<file path="src/rtl/dm_dump_unit.sv">
// Debug readback engine: halts the CPU, reads a contiguous DM range and
// streams each byte out over a valid/ready interface.
module dm_dump_unit #(
  parameter int ADDR_W = 8,
  parameter int DATA_W = 8
) (
  input  logic              clk,
  input  logic              reset,
  input  logic              start,
  input  logic [ADDR_W-1:0] first_addr,
  input  logic [ADDR_W-1:0] last_addr,
  input  logic              abort,
  output logic              halt_req,
  input  logic              halt_ack,
  output logic [ADDR_W-1:0] dm_addr,
  input  logic [DATA_W-1:0] dm_rdata,
  output logic              out_valid,
  input  logic              out_ready,
  output logic [DATA_W-1:0] out_data,
  output logic [ADDR_W-1:0] out_addr,
  output logic              out_last,
  output logic              busy,
  output logic              done,
  output logic              aborted
);

  typedef enum logic [2:0] {
    S_IDLE,
    S_HALT,
    S_READ,
    S_SEND,
    S_FINISH
  } state_t;

  localparam logic [ADDR_W:0]   CNT_ONE = {{ADDR_W{1'b0}}, 1'b1};
  localparam logic [ADDR_W-1:0] PTR_ONE = {{(ADDR_W-1){1'b0}}, 1'b1};

  state_t            state, state_nx;
  logic [ADDR_W-1:0] ptr;
  logic [ADDR_W:0]   count;
  logic [ADDR_W-1:0] span;
  logic              abort_pend;
  logic              abort_exit;

  assign span = last_addr - first_addr;

  always_comb begin
    state_nx  = state;
    halt_req  = 1'b0;
    out_valid = 1'b0;
    busy      = 1'b1;
    done      = 1'b0;
    aborted   = 1'b0;
    dm_addr   = '0;
    case (state)
      S_IDLE: begin
        busy = 1'b0;
        if (start) state_nx = S_HALT;
      end
      S_HALT: begin
        halt_req = 1'b1;
        if (abort)         state_nx = S_FINISH;
        else if (halt_ack) state_nx = S_READ;
      end
      S_READ: begin
        halt_req = 1'b1;
        dm_addr  = ptr;
        state_nx = S_SEND;
      end
      S_SEND: begin
        halt_req  = 1'b1;
        out_valid = 1'b1;
        // Abort is only honoured at a beat boundary, i.e. on the handshake.
        if (out_ready) begin
          if (out_last || abort_pend || abort) state_nx = S_FINISH;
          else                                 state_nx = S_READ;
        end
      end
      S_FINISH: begin
        done     = 1'b1;
        aborted  = abort_exit;
        state_nx = S_IDLE;
      end
      default: state_nx = S_IDLE;
    endcase
  end

  always_ff @(posedge clk) begin
    if (reset) begin
      state      <= S_IDLE;
      ptr        <= '0;
      count      <= '0;
      out_data   <= '0;
      out_addr   <= '0;
      out_last   <= 1'b0;
      abort_pend <= 1'b0;
      abort_exit <= 1'b0;
    end else begin
      state <= state_nx;
      case (state)
        S_IDLE: begin
          if (start) begin
            ptr        <= first_addr;
            count      <= {1'b0, span} + CNT_ONE;
            out_last   <= 1'b0;
            abort_pend <= 1'b0;
            abort_exit <= 1'b0;
          end
        end
        S_HALT: begin
          if (abort) abort_exit <= 1'b1;
        end
        S_READ: begin
          out_data <= dm_rdata;
          out_addr <= ptr;
          out_last <= (count == CNT_ONE);
          if (abort) abort_pend <= 1'b1;
        end
        S_SEND: begin
          if (abort) abort_pend <= 1'b1;
          if (out_ready) begin
            ptr        <= ptr + PTR_ONE;
            count      <= count - CNT_ONE;
            // An abort coinciding with the final beat still reports a clean finish.
            abort_exit <= !out_last && (abort_pend || abort);
          end
        end
        default: ;
      endcase
    end
  end

endmodule

</file>
<file path="config.mk">
export PLATFORM = sky130hd
export DESIGN_NAME = dm_dump_unit
export DESIGN_NICKNAME = d
export VERILOG_FILES = /design/src/rtl/dm_dump_unit.sv
export SDC_FILE = /design/constraint.sdc
export NUM_CORES = 1
export LEC_CHECK = 0
export ABC_AREA = 0
export CORE_MARGIN = 2
export CORE_UTILIZATION = 53
export DETAILED_ROUTE_END_ITERATION = 16
export PLACE_DENSITY = 0.84
export RECOVER_POWER = 50
export SYNTH_ARGS = -nofsm -noshare
export SYNTH_HDL_FRONTEND = slang
export SYNTH_SLANG_ARGS = --single-unit
export TNS_END_PERCENT = 100
</file>
<file path="constraint.sdc">
create_clock -name clk -period 4.1 [get_ports clk]
set_input_delay 0.82 -clock clk [delete_from_list [all_inputs] [get_ports clk]]
set_output_delay 0.82 -clock clk [all_outputs]
set_load 0.03 [all_outputs]
</file>
Word-level counts from Yosys, hierarchy flattened
Cells that the tools add are included.

Equality and inequality tests: 10. Add/sub/neg operators: 4. Mux-type cells: 24. Reduce and logical (&&, ||, !) cells: 17.

Operators by type and width (count): 8-bit two-way mux (3); 9-bit two-way mux (2); 9-bit one-hot mux with 2 select lines (1); 8-bit one-hot mux with 2 select lines (1); 3-bit two-way mux (5); 3-bit one-hot mux with 4 select lines (1); 8-bit by 1-bit adder with 9-bit output (second input constant) (1); 9-bit by 1-bit equality test with 1-bit output (second input constant) (1); 3-bit AND reduction (3); 9-bit by 1-bit subtractor with 9-bit output (second input constant) (1); 8-bit by 1-bit adder with 8-bit output (second input constant) (1); 1-bit two-way mux (8); 8-bit subtractor (1); 3-bit by 2-bit equality test with 1-bit output (second input constant) (2); 2-bit inequality test (second input constant) (3); 2-bit nonzero test (3); 1-bit one-hot mux with 2 select lines (2); 4-bit AND reduction (1); 3-bit by 1-bit equality test with 1-bit output (second input constant) (1); 3-bit equality test (second input constant) (1); 3-bit logical NOT (1); 1-bit logical OR (3); 3-bit inequality test (second input constant) (1); 1-bit one-hot mux with 3 select lines (1); 7 further kinds (7).

Output and inout bits: 30. Input bits: 30. Logic and storage cells: 63. Register bits: 39.

Logic depth before layout (Yosys ltp)
Gate-level depths: netlist (run 1).

Depth after elaboration: 5. Mapped depth: 11. Mapped depth without buffers: 11.

Least setup slack after synthesis (run 1)
No wires, ideal clock.

Kind: in2reg. From: input port last_addr[0]. To: register count[5]. Data required time: 4040 ps. Slack: 1400 ps. Library setup time: 60 ps. Stages: 10. Data arrival time: 2640 ps. Buffers on the path: 0. Cell sequence: inv_1 -> ha_1 -> inv_1 -> fa_1 -> xor2_2 -> nand3_2 -> or3_4 -> nand2b_2 -> a21oi_1 -> o221a_1.

Word-level cells in the longest chain between the ends: 4.

Ends and longest elaborated chain: from (decl) (line 11) `input logic [ADDR_W-1:0] last_addr,`; 8-bit subtractor (line 45) `assign span = last_addr - first_addr;`; 8-bit by 1-bit adder with 9-bit output (line 104) `count <= {1'b0, span} + CNT_ONE;`; 9-bit two-way mux (line 102) `if (start) begin`; 9-bit one-hot mux with 2 select lines (line 100) `case (state)`; to (signal assigned) (line 104); to (signal assigned) (line 123) `count <= count - CNT_ONE;`; to (decl) (line 40) `logic [ADDR_W:0] count;`.

Every way passes these cells. The select of a mux whose other input is x is not followed. A chain may end at the register's enable or synchronous reset.

Worst setup path in the final report (run 1)
From: register state[1]. To: output port dm_addr[0].

Word-level cells in the longest chain between the ends: 2.

Ends and longest elaborated chain: from (decl) (line 38) `state_t state, state_nx;`; from (signal assigned) (line 99) `state <= state_nx;`; 3-bit by 2-bit equality test with 1-bit output (line 55) `case (state)`; 8-bit two-way mux (line 55); to (decl) (line 15) `output logic [ADDR_W-1:0] dm_addr,`.

Every way passes these cells.

==> results of run 1 <==
-- layout make-up --
| type | instances | area (sq um) | area share (%) |
|---|---|---|---|
| clock buffer | 5 | 68.82 | 2.187 |
| clock inverter | 3 | 43.79 | 1.392 |
| inverter | 22 | 82.58 | 2.624 |
| multi-input combinational | 244 | 1493 | 47.44 |
| sequential | 39 | 780.7 | 24.81 |
| tap | 52 | 65.06 | 2.068 |
| timing repair buffer | 63 | 613.1 | 19.48 |
-- metal layers --
layer,part of all wire (%),vias to the layer above,track usage [%],wire [microns]
met5,0,-,0,0
met4,2.4,0,9.224,142
met3,5.1,12,3.938,297
met2,51,68,42.70,2969
met1,42,1116,29.67,2450
li1,-,1236,-,-
-- report_power, final --
part	total (mW)	internal (mW)	leakage [nW]	switching [mW]
logic	0.306	0.135	0.922	0.171
registers	0.431	0.405	0.318	0.0261
clock network	0.327	0.181	0.0581	0.146
-- how the worst min path moves through the flow --
stage | startpoint | endpoint | slack (ns)
detailed placement | out_data[7] | out_data[7] | 0.45
floorplan | abort_exit | abort_exit | 0.45
CTS | out_data[7] | out_data[7] | 0.46
finish | out_data[4] | out_data[4] | 0.45
global placement | out_data[4] | out_data[4] | 0.44
global route | out_data[4] | out_data[4] | 0.47
-- registers in the layout (all words and copies together), names as in the netlist --
| register | cells |
|---|---|
| out_addr | 8 |
| abort_exit | 1 |
| ptr | 8 |
| state | 3 |
| out_last | 1 |
| out_data | 8 |
| abort_pend | 1 |
| count | 9 |
-- worst max-delay path, cell delays in order, from the launching register on --
cell and delay (ns):
dfxtp_1 0.57, nor2b_1 0.29, nor2b_1 0.16, buf_4 0.21
nand2_1 0.11, inv_1 0.06, clkdlybuf4s50_1 0.65
-- cells by family (layout without fill, tap and decap cells) --
group / count (synthesis) / in the layout / share of synthesized area [%]
xor gates and xnor gates: 11 / 11 / 5.052
buffers and inverters: 40 / 93 / 6.340
adders and majority gates: 12 / 12 / 6.495
DFF: 39 / 39 / 32.16
AOI/OAI and AO/OA: 92 / 92 / 24.18
and+or+nand+nor: 129 / 129 / 25.77
-- metrics by stage --
stage / utilization [%] / total power, mW / setup WS [ns] / cell area [sq um]
2_1_floorplan: - / 0.6542 / 1.400 / 2427
3_3_place_gp: 69.38 / 0.7378 / 0.8574 / 3042
3_5_place_dp: 69.38 / 0.7443 / 0.7459 / 3042
4_1_cts: 71.95 / 1.071 / 0.9276 / 3154
5_1_grt: 71.78 / 1.121 / 0.7502 / 3147
6_report: 71.78 / 1.064 / 0.9171 / 3147
-- cell usage in the layout, fill, tap and decap left out, types with 3 or more instances in the layout --
cell type	instances
a211oi_1	3
a21oi_1	28
a22oi_1	7
a31oi_1	6
and3_1	4
clkbuf_8	5
clkdlybuf4s50_1	42
dfxtp_1	39
dlygate4sd3_1	17
ha_1	11
inv_1	21
nand2_1	51
nand3_1	6
nand3b_1	3
nor2_1	32
nor2b_1	4
nor3_1	6
o21ai_0	17
o21ai_1	6
o31ai_1	3
or3_1	4
xnor2_1	6
xor2_1	3
==> results.md, run 1 <==
* Post-CTS Setup Bufs at 0
* F_max at 314.2 MHz
* Htree depth at 2
* FF-to-FF End: count[7]
* # resized after CTS at 0
* DR DRC count at 0
* Clk sinks at 39
* Detailed-route wire length per cell at 13.69 microns
* Top-area cell type share of the netlist area at 32.16%
* Peak VDD IR at 0.0001853 V
* R2R cell count at 8
* IO Port Bufs at 59
* Slew @ Worst Pin at 0.9640 ns
* Yosys Warn Count at 0
* Worst hold margin at 0.4525 ns
* Critical Path Sink Type: primary output
* PD cells at 338.3 nW/um^2
* # hold bufs at CTS at 0
* Min cycle time layout at 3.183 ns
* Final hold vios at 0
* Top area cells in the synthesized netlist: dfxtp_1 32%, nand2_1 7.9%, a21oi_1 5.8%
* Mapped Cells at 323
* Syn avg cell area at 7.515 sq um
* Iteration-0 DRC Markers at 77
* Maxcap violations at 0
* Clock Latency Late Sink at 0.30 ns
* Layout cell share with drive strength beyond 1 at 6.383%
* Clock Skew at 0.01019 ns
* Number of synthesized flops with an enable pin at 0
* First-pass GRT wire length at 10070 microns
* Congestion Overflow GR at 0
* GPL Wtd Cong at 0.8178
* Iteration count of the initial detailed-routing pass at 4
* CP max FO at 16
* CTS Buffer Depth at 2
* Final setup fails at 0
* Status: complete, no violations
* Largest net degree at the start of global routing at 26
* Vert. Die Dim at 71.68 microns
* Synth Register Bits at 39
* Number of diodes at 0
* Die W at 71.68 microns
* Ports at 60
* Max-Slew Margin vs Limit at 35.74%
* RR Startpoint: state[1]
* Root Buffer: clkbuf_8
* Initial antenna violation count at 0
* R2R setup slack at 1.56 ns
* Final slew viol count at 0
* FP Rows at 24
* Number of global-route vias before repair at 2283
* Post-Syn Nets at 365
* CTS tree: yes
* Setup crit end: dm_addr[0]
* Core footprint at 4384 sq um
* Routed Antenna Nets at 0
* WHS Path Cells at 2
* Worst-path clk slew at 0.08 ns
* Crit path DAT at 2.36 ns
* DR vias at 2432
* Worst setup path category: reg -> out
* Clock buffer count from CTS at 5
* Die area at 5137 sq um
* Syn Std Cell Area at 2427 sq um
* Count of different cell masters after synthesis at 57
* Critical Path Source: state[1]
* Main synth FF type: dfxtp_1
* Starting Density at 55.37%
* Largest area contributor in the netlist: dfxtp_1
* RSZ-0062 raised after global routing: no
* Total leakage power at 1.299 nW
* Final wirelength at 5859 microns
* Worst EP required at 3.28 ns
* Nature of the critical path startpoint: register
* Fill cells at 385
* DR vias/cell at 5.682
* Layout area overhead at 29.64%
* Finished Layout Cells at 428
* Sequential area share after synthesis at 32.16%
* Async S/R FF share, synth at 0%
* Period utilization at 77.63%
* Setup TNS at 0 ns
* NumNets Final at 417
* Most numerous cell in the Yosys netlist: nand2_1
* Total GRT Usage at 24.29%
* Inst Count DP at 420
* Dpl hpwl at 4291 microns
* Commonest cells in the netlist: 51 x nand2_1, 39 x dfxtp_1, 32 x nor2_1, 28 x a21oi_1, 21 x inv_1
* Worst Hold Class: reg -> reg
Power figures use the tool's default switching activity.
==> run 2, diff against run 1 <==
CORE_UTILIZATION = 45   (was 53)
PLACE_DENSITY = 0.76   (was 0.84)
clock period = 2.9 ns   (was 4.1 ns; I/O delays follow)
==> run 2 against run 1 <==
Critical path depth is 5 higher; highest routed layer unchanged; routed wire length fell by 1.0%; clock power up 38%; largest cell class unchanged; critical endpoint is now count[6]; sequential cell count did not move.
==> results.md, run 2 (synthesis gave the netlist of run 1 again) <==
* DR vias/cell at 5.319 (-6.4%)
* Vert. Die Dim at 77.45 microns (+8.1%)
* Hold_sp: out_data[3]
* CTS tree: yes
* F_max at 364.9 MHz
* Clock Latency Late Sink at 0.29 ns (about the same)
* Die W at 77.45 microns (+8.1%)
* Core footprint at 5172 sq um (+18%)
* Clk sinks at 39 (unchanged)
* Maxcap violations at 0 (unchanged)
* Largest register FFs at 9 (unchanged)
* Number of diodes at 0 (unchanged)
* GPL Wtd Cong at 0.8280 (+1.2%)
* Critical Path Sink Type: register
* Tot Pwr at 1.518 mW (+43%)
* Slew @ Worst Pin at 0.7942 ns (-0.1697 ns)
* CTS Buffer Depth at 2 (unchanged)
* First-pass GRT wire length at 9846 microns (-2.2%)
* Nature of the critical path startpoint: input pin
* Number of global-route vias before repair at 2179 (-4.6%)
* PD cells at 471.5 nW/um^2 (+39%)
* Top reg by flops: count
* Routed Antenna Nets at 0 (unchanged)
* Hold EP: out_data[3]
* Ports at 60 (unchanged)
* RR Startpoint: state[0]
* R2R setup slack at 0.44 ns (-1.12 ns)
* CP max FO at 3 (-13)
* Die area at 5998 sq um (+17%)
* Final slew viol count at 0 (unchanged)
* Status: complete, no violations
* Worst setup path category: in -> reg
* Iteration-0 DRC Markers at 136 (+77%)
* Final hold vios at 0 (unchanged)
* NumNets Final at 426 (+2.2%)
* Period utilization at 94.51%
* Crit path DAT at 2.91 ns (+0.55 ns)
* Final setup fails at 0 (unchanged)
* Final worst setup slack at 0.1593 ns (-0.7578 ns)
* Layout area overhead at 32.63%
* DR DRC count at 0 (unchanged)
* IO Port Bufs at 59 (unchanged)
* Worst-path clk slew at 0.08 ns (about the same)
* Setup TNS at 0 ns (unchanged)
* Congestion Overflow GR at 0 (unchanged)
* Peak VDD IR at 0.0002903 V (+57%)
* Detailed-route wire length per cell at 12.75 microns (-6.9%)
* Iteration count of the initial detailed-routing pass at 5 (+1)
* Largest net degree at the start of global routing at 40 (+54%)
* Root Buffer: clkbuf_8
* Total GRT Usage at 19.88% (-4.4 points)
* Initial antenna violation count at 0 (unchanged)
* R2R cell count at 6 (-2)
* FP Rows at 26 (+8.3%)
* Worst Hold Class: reg -> reg
* Worst EP required at 3.07 ns (-0.21 ns)
* Most common cell after layout, fill and taps aside: nand2_1
* FF-to-FF End: count[4]
* Post-place setup slack at -0.1839 ns (-0.9298 ns)
* Total leakage power at 1.345 nW (+3.6%)
* WHS Path Cells at 2 (unchanged)
* Layout cell share with drive strength beyond 1 at 10.65% (+4.3 points)
* Htree depth at 2 (unchanged)
* DR vias at 2420 (-0.49%)
* Starting Density at 46.93% (-8.4 points)
* RSZ-0062 raised after global routing: no
* Clock Skew at 0.006349 ns (-0.003842 ns)
* Dpl hpwl at 4252 microns (-0.91%)
* Most frequent cells in the layout: 51 x nand2_1, 39 x dfxtp_1, 38 x clkdlybuf4s50_1, 32 x nor2_1, 29 x a21oi_1
* Max-Slew Margin vs Limit at 47.05% (+11 points)
* Clock buffer count from CTS at 5 (unchanged)
* Final wirelength at 5800 microns (-1.0%)
* Min cycle time layout at 2.741 ns
run 2: routing by layer:
metal	vias up	global-route usage [%]	share of wire, %
met4	0	6.429	1.3
met3	7	4.419	5.4
met1	1090	24.71	44
met2	78	34.09	50
met5	-	0	0
li1	1245	-	-
run 2: worst max path at each step:
| stage | startpoint | end | slack, ns |
|---|---|---|---|
| after floorplan | last_addr[0] | count[5] | 0.44 |
| after detailed placement | first_addr[0] | count[4] | -0.18 |
| final | first_addr[0] | count[6] | 0.16 |
| after CTS | first_addr[0] | count[6] | 0.14 |
| after global routing | first_addr[0] | count[5] | 0.02 |
| after global placement | first_addr[0] | count[6] | -0.09 |
run 2: worst max-delay path, stage by stage:
cell	delay [ns]
clkdlybuf4s50_1	0.48
ha_1	0.16
inv_1	0.05
fa_1	0.43
and3_2	0.22
o21ai_1	0.21
nor3b_1	0.09
a311oi_2	0.33
buf_4	0.17
xnor2_1	0.06
o2bb2ai_1	0.12
run 2: what timing repair did:
action                                  4_1_cts  5_1_grt
hold endpoints to repair                      0        0
buffers inserted                              0        0
gates resized for setup                       0        2
endpoints found under the setup margin        0        1
hold buffers                                  0        0
run 2: report_power, final:
| part | internal (mW) | switching (mW) |
|---|---|---|
| registers | 0.573 | 0.0350 |
| clock network | 0.256 | 0.196 |
| logic | 0.209 | 0.249 |
run 2: area by class of cell:
cell class	instances	area (sq um)
Inverter	22	82.58
Multi-Input combinational cell	244	1495
Sequential cell	39	780.7
Clock buffer	5	68.82
Tap cell	70	87.58
Fill cell	461	1953
Timing Repair Buffer	72	660.6
Clock inverter	3	43.79
run 2: per-stage QoR:
stage / cells / hold slack [ns] / utilization [%] / cell area (sq um)
2_1_floorplan: 323 / 0.4491 / - / 2427
3_3_place_gp: 447 / 0.4416 / 60.16 / 3112
3_5_place_dp: 447 / 0.4478 / 60.16 / 3112
4_1_cts: 455 / 0.4589 / 62.34 / 3224
5_1_grt: 455 / 0.4704 / 62.24 / 3219
6_report: 455 / 0.4529 / 62.24 / 3219
